## src/rtl/keypad_scanner_if.sv

```systemverilog
// keypad_scanner_if
//   Bundles the keypad matrix pins and the decoded key outputs of the
//   keypad scanner.
//
//   Signals:
//     col_n       column returns from the matrix, active-low
//     row_n       row drive to the matrix, active-low, one bit low at a time
//     key_code    code of the last accepted key (row*4 + col)
//     key_valid   one-cycle pulse when a new key is accepted
//     key_held    high while the accepted key stays pressed
//     key_release one-cycle pulse when the held key is released
//     state_dbg   scanner state (0 = idle, 1 = key pressed)
//
//   Handshake: there is no back-pressure. key_valid and key_release are
//   single-cycle strobes that the consumer must sample on the cycle they
//   are high; key_code is stable from the key_valid cycle onwards until
//   the next key_valid.
//
//   Modports:
//     master  the scanner (drives rows and key outputs)
//     slave   the consumer / board side (drives columns)
interface keypad_scanner_if;
    logic [3:0] col_n;
    logic [3:0] row_n;
    logic [3:0] key_code;
    logic       key_valid;
    logic       key_held;
    logic       key_release;
    logic       state_dbg;

    modport master (
        input  col_n,
        output row_n,
        output key_code,
        output key_valid,
        output key_held,
        output key_release,
        output state_dbg
    );

    modport slave (
        output col_n,
        input  row_n,
        input  key_code,
        input  key_valid,
        input  key_held,
        input  key_release,
        input  state_dbg
    );
endinterface

```

## src/rtl/keypad_scanner.sv

```systemverilog
// keypad_scanner
//   Time-division scanner for a 4x4 active-low matrix keypad. Rows are
//   driven low one at a time for SCAN_DIV cycles each; the synchronized
//   column returns are latched at the end of each row slot into a 16-bit
//   frame snapshot. Each completed frame is classified as no key, a single
//   key or several keys, debounced over DEBOUNCE_FRAMES identical frames,
//   and turned into press / release events.
//
//   Ports:
//     clk    system clock
//     rst_n  asynchronous active-low reset
//     kp     keypad_scanner_if.master (col_n in; row_n, key_code,
//            key_valid, key_held, key_release, state_dbg out)
module keypad_scanner #(
    parameter int SCAN_DIV        = 25000,
    parameter int DEBOUNCE_FRAMES = 4
) (
    input  logic              clk,
    input  logic              rst_n,
    keypad_scanner_if.master  kp
);

    localparam int              CNT_W   = $clog2(SCAN_DIV);
    localparam logic [CNT_W-1:0] CNT_MAX = CNT_W'(SCAN_DIV - 1);
    localparam logic [3:0]      DEB_MAX = 4'(DEBOUNCE_FRAMES);

    typedef enum logic {
        S_IDLE    = 1'b0,
        S_PRESSED = 1'b1
    } state_t;

    // Registers
    logic [3:0]       col_s1_q, col_s2_q;
    logic [CNT_W-1:0] cnt_q, cnt_d;
    logic [1:0]       row_idx_q, row_idx_d;
    logic [3:0]       row_n_q, row_n_d;
    logic [15:0]      snap_q, snap_d;
    logic [4:0]       cand_q, cand_d;     // {is_single, code}; NONE is 5'b0
    logic [3:0]       stab_q, stab_d;
    state_t           state_q, state_d;
    logic [3:0]       key_code_q, key_code_d;
    logic             key_valid_q, key_valid_d;
    logic             key_held_q, key_held_d;
    logic             key_release_q, key_release_d;

    // Frame evaluation
    logic        tick;
    logic        frame_end;
    logic [3:0]  col_pressed;
    logic [15:0] frame_snap;
    logic [4:0]  pop;
    logic [3:0]  idx;
    logic        cls_multi;
    logic [4:0]  cls;
    logic        accept;

    assign tick        = (cnt_q == CNT_MAX);
    assign frame_end   = tick && (row_idx_q == 2'd3);
    assign col_pressed = ~col_s2_q;

    // Snapshot as it will look once the current row slot is latched, so the
    // frame-end classification sees all four rows including row 3.
    always_comb begin
        frame_snap = snap_q;
        case (row_idx_q)
            2'd0:    frame_snap[3:0]   = col_pressed;
            2'd1:    frame_snap[7:4]   = col_pressed;
            2'd2:    frame_snap[11:8]  = col_pressed;
            default: frame_snap[15:12] = col_pressed;
        endcase
    end

    always_comb begin
        pop = 5'd0;
        idx = 4'd0;
        for (int i = 0; i < 16; i++) begin
            pop = pop + 5'(frame_snap[i]);
            if (frame_snap[i]) idx = 4'(i);
        end
    end

    assign cls_multi = (pop > 5'd1);
    // Code field forced to 0 for NONE so candidates compare as whole words.
    assign cls = (pop == 5'd1) ? {1'b1, idx} : 5'd0;

    // Scan, sample and debounce datapath
    always_comb begin
        cnt_d     = cnt_q;
        row_idx_d = row_idx_q;
        row_n_d   = row_n_q;
        snap_d    = snap_q;
        cand_d    = cand_q;
        stab_d    = stab_q;
        accept    = 1'b0;

        if (tick) begin
            cnt_d     = '0;
            row_idx_d = row_idx_q + 2'd1;
            row_n_d   = ~(4'b0001 << row_idx_d);
            snap_d    = frame_snap;
        end else begin
            cnt_d = cnt_q + CNT_W'(1);
        end

        if (frame_end) begin
            if (cls_multi) begin
                stab_d = 4'd0;
            end else if (cls == cand_q) begin
                if (stab_q < DEB_MAX) stab_d = stab_q + 4'd1;
            end else begin
                cand_d = cls;
                stab_d = 4'd1;
            end
            accept = !cls_multi && (stab_d == DEB_MAX);
        end
    end

    // Key state machine; acts only on an accepted frame.
    always_comb begin
        state_d       = state_q;
        key_code_d    = key_code_q;
        key_held_d    = key_held_q;
        key_valid_d   = 1'b0;
        key_release_d = 1'b0;

        case (state_q)
            S_IDLE: begin
                if (accept && cand_d[4]) begin
                    key_code_d  = cand_d[3:0];
                    key_valid_d = 1'b1;
                    key_held_d  = 1'b1;
                    state_d     = S_PRESSED;
                end
            end
            S_PRESSED: begin
                if (accept) begin
                    if (!cand_d[4]) begin
                        key_held_d    = 1'b0;
                        key_release_d = 1'b1;
                        state_d       = S_IDLE;
                    end else if (cand_d[3:0] != key_code_q) begin
                        // Direct roll-over to another key: no release event.
                        key_code_d  = cand_d[3:0];
                        key_valid_d = 1'b1;
                    end
                end
            end
            default: state_d = S_IDLE;
        endcase
    end

    always_ff @(posedge clk or negedge rst_n) begin
        if (!rst_n) begin
            col_s1_q      <= 4'hF;
            col_s2_q      <= 4'hF;
            cnt_q         <= '0;
            row_idx_q     <= 2'd0;
            row_n_q       <= 4'b1110;
            snap_q        <= 16'd0;
            cand_q        <= 5'd0;
            stab_q        <= 4'd0;
            state_q       <= S_IDLE;
            key_code_q    <= 4'd0;
            key_valid_q   <= 1'b0;
            key_held_q    <= 1'b0;
            key_release_q <= 1'b0;
        end else begin
            col_s1_q      <= kp.col_n;
            col_s2_q      <= col_s1_q;
            cnt_q         <= cnt_d;
            row_idx_q     <= row_idx_d;
            row_n_q       <= row_n_d;
            snap_q        <= snap_d;
            cand_q        <= cand_d;
            stab_q        <= stab_d;
            state_q       <= state_d;
            key_code_q    <= key_code_d;
            key_valid_q   <= key_valid_d;
            key_held_q    <= key_held_d;
            key_release_q <= key_release_d;
        end
    end

    assign kp.row_n       = row_n_q;
    assign kp.key_code    = key_code_q;
    assign kp.key_valid   = key_valid_q;
    assign kp.key_held    = key_held_q;
    assign kp.key_release = key_release_q;
    assign kp.state_dbg   = state_q;

endmodule

```

## src/flat_wrapper.sv

```systemverilog
// flat-port wrapper written by rule: the top's interface ports become plain ports
module keypad_scanner_flat 
#(
    parameter int SCAN_DIV        = 25000,
    parameter int DEBOUNCE_FRAMES = 4
)
  (clk, rst_n, kp_col_n, kp_row_n, kp_key_code, kp_key_valid, kp_key_held, kp_key_release, kp_state_dbg);
  keypad_scanner_if kp_i ();
  input  logic clk;
  input  logic rst_n;
  input wire logic [$bits(kp_i.col_n)-1:0] kp_col_n;
  output wire logic [$bits(kp_i.row_n)-1:0] kp_row_n;
  output wire logic [$bits(kp_i.key_code)-1:0] kp_key_code;
  output wire logic [$bits(kp_i.key_valid)-1:0] kp_key_valid;
  output wire logic [$bits(kp_i.key_held)-1:0] kp_key_held;
  output wire logic [$bits(kp_i.key_release)-1:0] kp_key_release;
  output wire logic [$bits(kp_i.state_dbg)-1:0] kp_state_dbg;
  assign kp_i.col_n = kp_col_n;
  assign kp_row_n = kp_i.row_n;
  assign kp_key_code = kp_i.key_code;
  assign kp_key_valid = kp_i.key_valid;
  assign kp_key_held = kp_i.key_held;
  assign kp_key_release = kp_i.key_release;
  assign kp_state_dbg = kp_i.state_dbg;
  keypad_scanner #(.SCAN_DIV(SCAN_DIV), .DEBOUNCE_FRAMES(DEBOUNCE_FRAMES)) u_core (.clk(clk), .rst_n(rst_n), .kp(kp_i));
endmodule
```

## config.mk

```make
export PLATFORM = sky130hd
export DESIGN_NAME = keypad_scanner_flat
export DESIGN_NICKNAME = d
export VERILOG_FILES = /design/src/rtl/keypad_scanner_if.sv /design/src/rtl/keypad_scanner.sv /design/src/flat_wrapper.sv
export SDC_FILE = /design/constraint.sdc
export NUM_CORES = 1
export LEC_CHECK = 0
export CORE_ASPECT_RATIO = 1.5
export CORE_MARGIN = 2
export CORE_UTILIZATION = 50
export CTS_CLUSTER_SIZE = 25
export DETAILED_ROUTE_END_ITERATION = 10
export PLACE_DENSITY = 0.68
export SLEW_MARGIN = 0
export SYNTH_ARGS = -nofsm -noshare
export SYNTH_HDL_FRONTEND = slang
export SYNTH_SLANG_ARGS = --single-unit
```

## constraint.sdc

```tcl
create_clock -name clk -period 10.6 [get_ports clk]
set_clock_uncertainty 0.2 [all_clocks]
set_input_delay 1.06 -clock clk [delete_from_list [all_inputs] [get_ports clk]]
set_output_delay 1.06 -clock clk [all_outputs]
set_load 0.01 [all_outputs]
```

* After elaboration in Yosys (flattened, before gate mapping) *
Index checks and enable logic that the tools add are counted.

storage, ports and cells
  bits in registers = 62
  logic and storage cells = 107

cells by class
  add/sub/neg operators = 18
  order comparisons = 2
  equal/unequal tests = 13
  shifts and indexed selects = 1
  mux-type cells = 49
  bitwise logic cells = 3
  reduce and logical (&&, ||, !) cells = 8

operators by type and width
  operator               count
  $mux 4                 20
  $add 5x1->5            14
  $mux 5                 4
  $add 15x1->15 const B  1
  $eq 15x15->1 const B   1
  $mux 15                1
  $mux 1                 14
  $mux 3                 4
  $not 4->4              2
  $pmux 4 s2             1
  $ne 2x2->1 const B     3
  $pmux 1 s2             3
  $eq 5x1->1 const B     1
  $eq 5x5->1             1
  $gt 5x1->1 const B     1
  $add 4x1->4 const B    1
  $eq 2x2->1 const B     2
  $eq 4x3->1 const B     1
  $lt 4x3->1 const B     1
  $mux 2                 2
  $ne 2x1->1 const B     2
  $ne 4x4->1             1
  $reduce_and 4->1       1
  $shl 1x2->4 const A    1
  other kinds (9)        11

* Logic depth before layout (Yosys ltp) *
  depth in word-level cells = 29
  mapped depth = 25
  gate-level depth less buffers = 23

* Worst setup path after synthesis *
Ideal clock, no wire load.

  path kind = register to register
  start point = register u_core.row_idx_q[0]
  end point = register u_core.key_valid_q (netlist: u_core.kp.key_valid)
  arrival = 6425 ps
  required time = 10316 ps
  path slack = 3891 ps
  stages on the path, launching flop included = 24
  path buffers = 2
  path through = dfrtp_1 inv_1 ha_1 buf_2 nor2_1 a21oi_1 ha_1 inv_1 fa_1 fa_1 fa_1 fa_1 fa_1 fa_1 nor3b_2 o211a_1 nand2_1 nor4bb_1 o32ai_1 or4_4 buf_6 or4_4 nand2b_4 a41oi_2

between the ends
  cells in the longest elaborated chain, start to end = 29
  elaborated cells on any way between the ends = 61
  those cells by class = 15 x add/sub; 1 x order compare; 7 x eq/ne; 32 x mux; 6 x reduce/logical

RTL lines
  what                        line                   source
  start: declaration          keypad_scanner.sv:35   logic [1:0] row_idx_q, row_idx_d;
  start signal: assignment    keypad_scanner.sv:171  row_idx_q <= row_idx_d;
  $logic_not 2->1 *           keypad_scanner.sv:65   case (row_idx_q)
  $mux 4 *                    keypad_scanner.sv:65
  via u_core.frame_snap[1]    keypad_scanner.sv:50   logic [15:0] frame_snap;
  $add 1x1->2                 keypad_scanner.sv:77   pop = pop + 5'(frame_snap[i]);
  $add 5x1->5 (14 in series)  keypad_scanner.sv:77
  $eq 5x1->1                  keypad_scanner.sv:84   assign cls = (pop == 5'd1) ? {1'b1, idx} : 5'd0;
  $mux 5                      keypad_scanner.sv:84
  $eq 5x5->1                  keypad_scanner.sv:108  end else if (cls == cand_q) begin
  (+2 left out)               -
  $mux 4                      keypad_scanner.sv:105  if (frame_end) begin
  $eq 4x3->1                  keypad_scanner.sv:114  accept = !cls_multi && (stab_d == DEB_MAX);
  $logic_and 1x1->1           keypad_scanner.sv:114
  $mux 1                      keypad_scanner.sv:105
  $logic_and 1x1->1           keypad_scanner.sv:128  if (accept && cand_d[4]) begin
  $mux 1                      keypad_scanner.sv:128
  $pmux 1 s2 *                keypad_scanner.sv:126  case (state_q)
  via u_core.key_valid_d      keypad_scanner.sv:42   logic key_valid_q, key_valid_d;
  end signal: assignment      keypad_scanner.sv:178  key_valid_q <= key_valid_d;
  end: declaration            keypad_scanner.sv:42

Mark *: on every way through the listed nets, which the timed path passes. The rest lies on a longest branch. The select of a mux whose other input is x is not followed.
A chain may end at the register's enable or synchronous reset.

* Worst setup path after layout *
Ends and elaborated chain as after synthesis.

==> flow_summary.yaml <==
detailed_routing:
  drcViolationCount: 0
  wl_met3_um: 230
  viasPerCell: 5.55
  routed_wl_um: 7930
  drtPass1Iterations: 4
  drt_iter0_drc: 166
  routed.top_layer: "met4"
  dr_total_vias: 2747
  wl_met2_um: 4100
  wire_per_inst_um: 16.0
  wl_met1_um: 3230
  ant_nets: 0
global_route:
  grtUsageTotal_pct: 22.3
  grt_max_degree: 63
  globalRouteOverflowTotal: 0
  antenna_found_initial: 0
  grt_pass1_wl_um: 13300
  grt_pass1_vias: 2827
worst_setup_path:
  cp-startpoint: "u_core.row_idx_q[0]"
  crit_top_cell: "fa_1"
  worst-r2r-cell-count: 21
  arrival_ps: 7190
  required_ps: 10670
  crit_type: "reg2reg"
  cp_max_fo: 11
  cp_cell_sequence: "inv_1, ha_1, nor2_1, a21oi_1, ha_1, inv_1, fa_1, fa_1, fa_1, fa_1, fa_1, fa_1, nor3b_2, o211a_1, nand2_1, nor4bb_1, o32ai_1, or4_4, or4_4, nand2b_4, a41oi_2"
  reg2reg_from: "u_core.row_idx_q[0]"
  critPathMaxStageDelay_ps: 570
  worstSetupEndpointType: "flip-flop"
  worst_path_max_delay_cell: "or4_4"
  worstSetupStartpointType: "flip-flop"
timing:
  tightestPinTransition_ps: 769
  fin_crit_ps: 7120
  tns_ps: 0
  setup_viol: 0
  hold_viol: 0
  max_freq_mhz: 141
  fin_crit_sh_pct: 67.1
  rsz0062_at_grt: "false"
  maxSlewHeadroom_pct: 48.7
  slew_violations: 0
synth:
  synth_top_area_share_pct: 34.7
  avgSynthCellArea_um2: 9.89
  syn_area_um2: 3680
  ys.flop_type: "dfrtp_1"
  postSynthCellCount: 372
  synth_top_area_cell: "dfrtp_1"
  netlist_top_cells_area: "dfrtp_1 (35%), dfstp_2 (7.9%), fa_1 (5.4%)"
  synth_seq_cells: 62
  ys_async_sr_fraction_pct: 100
  yosysUniqueCellTypes: 67
  syn_nets: 403
  synth_edf_count: 0
  yosysWarnings: 0
  yosysSeqAreaShare_pct: 42.6
layout:
  syn_to_final_growth_pct: 11.3
  final_nets: 421
  fillers: 645
  final_area_um2: 4090
  n_antenna_cell: 0
  drive_above_1_share_pct: 12.9
power:
  vdd_drop_max_mv: 0.0778
  p_leak_uw: 0.00181
  powerDensity_nw_per_um2: 119
placed_design:
  placedInstanceArea_um2: 3910
  gp_congestion: 0.905
  port-buffer-count: 17
  hpwl_um: 5890
hold_path:
  whs_path_depth: 0
  hp-class: "reg2reg"
  min_from: "u_core.col_s1_q[0]"
cts:
  cts_sinks: 62
  clk_pin_slew_worst_paths_ps: 70
  cts_buffer_depth: 2
  cts_root_buffer: "clkbuf_8"
  cts_tree: "yes"
  post-cts-setup-buffers: 0
  cts_htree_levels: 3
  cts_resized: 0
  clk_latency_ps: 350
  cts_buffers: 9
  cts.hold.buffers_added: 0
floorplan:
  die_w_um: 74.0
  die-area_um2: 8070
  die_h_um: 109
  row_count: 38
  start_util_pct: 51.2
  ios: 18
  core-area_um2: 7180
job:
  drv_cap: 0
run_status:
  status: "finished clean"
==> final timing paths <==
path	slack, ps	end
min in group asynchronous	670	u_core.snap_q[3]
setup / recovery	3480	u_core.kp.key_valid
hold / removal	160	u_core.col_s2_q[0]
setup reg to reg	3480	u_core.kp.key_valid
hold reg to reg	160	u_core.col_s2_q[0]
max in group asynchronous	9040	u_core.cnt_q[9]
==> through the flow <==
stage / hold slack (ps) / total power (uW) / setup slack, ps / std cells / utilization (%)
finish: 159 / 489 / 3480 / 495 / 57.0
global route: 167 / 509 / 3100 / 495 / 57.0
CTS: 161 / 494 / 3500 / 495 / 57.0
detailed placement: 147 / 288 / 3510 / 479 / 54.4
global placement: 147 / 288 / 3680 / 479 / 54.4
floorplan: 145 / 277 / 3890 / 372 / -
==> sequential cells by signal, indices dropped and copies added, names as in the netlist, 2 cells and up, named ones only <==
signal and count:
u_core.kp.row_n 4, u_core.row_idx_q 2, u_core.kp.key_code 4, u_core.stab_q 4, u_core.snap_q 16, u_core.col_s2_q 4, u_core.cand_q 5, u_core.cnt_q 15
u_core.col_s1_q 4
==> report_power, final <==
part           internal [uW]  switching [uW]
logic                   15.3            26.8
registers                239            2.46
clock network            108            96.8
total                    363             126
==> area by class of cell <==
class | count | area, um2 | share of cell area [%]
Multi-Input combinational cell | 276 | 1950 | 47.7
Sequential cell | 62 | 1570 | 38.2
Timing Repair Buffer | 19 | 180 | 4.40
Clock buffer | 10 | 128 | 3.12
Tap cell | 100 | 125 | 3.06
Inverter | 22 | 82.6 | 2.02
Clock inverter | 6 | 61.3 | 1.50
==> synthesized netlist by cell type, drive strengths merged (7+ instances only) <==
cell type,n
nand2,51
and3,7
nor2,23
xor2,8
xnor2,7
o21ai,37
fa,10
dfstp,11
dfrtp,51
nor3,12
a21oi,8
inv,22
ha,15
==> cell usage in the layout (no fill, tap or decap), types with 2 or more instances in the layout <==
| cell | instances |
|---|---|
| or3_1 | 5 |
| clkbuf_8 | 9 |
| mux2_2 | 6 |
| nor4_1 | 2 |
| nand3_1 | 5 |
| clkinv_2 | 3 |
| o21ai_0 | 35 |
| o21ai_1 | 2 |
| a21oi_1 | 8 |
| xor2_1 | 8 |
| and2_1 | 5 |
| nor2b_1 | 4 |
| inv_1 | 22 |
| or2_2 | 3 |
| xnor2_1 | 7 |
| buf_4 | 2 |
| a31oi_1 | 4 |
| dfrtp_1 | 51 |
| nand4_1 | 5 |
| clkdlybuf4s50_1 | 16 |
| nor4b_1 | 2 |
| nor3_1 | 11 |
| nand2b_1 | 2 |
| mux2i_1 | 5 |
| ha_1 | 15 |
| nor4bb_1 | 3 |
| o211a_1 | 2 |
| nor3b_1 | 3 |
| nand2_1 | 51 |
| dfstp_2 | 11 |
| nor2_1 | 23 |
| o211ai_1 | 3 |
| fa_1 | 10 |
| or4_4 | 2 |
| a21o_1 | 2 |
| a211oi_1 | 4 |
| o21bai_1 | 2 |
| and3_1 | 7 |
==> cell families after synthesis <==
| group | synth area share [%] |
|---|---|
| buffers and inverters | 4.36 |
| xor gates and xnor gates | 3.57 |
| and+or+nand+nor | 21.3 |
| AOI/OAI and AO/OA | 14.4 |
| DFF | 42.6 |
| adders and majority gates | 10.5 |
| muxes | 3.20 |
==> per-layer routing <==
| layer | GRT usage [%] | up-vias |
|---|---|---|
| met5 | 0 | - |
| met4 | 15.6 | 0 |
| met3 | 3.70 | 23 |
| met2 | 37.2 | 60 |
| met1 | 25.3 | 1324 |
| li1 | - | 1340 |
==> worst max-delay path, delay by kind of cell (launching register included) <==
| kind | cells | cell delay [ps] |
|---|---|---|
| compound gates | 4 | 680 |
| fa+ha+maj | 8 | 3430 |
| buf+inv | 2 | 250 |
| flops | 1 | 430 |
| simple gates | 7 | 2030 |
No activity file was read; power rests on OpenSTA's default activity.
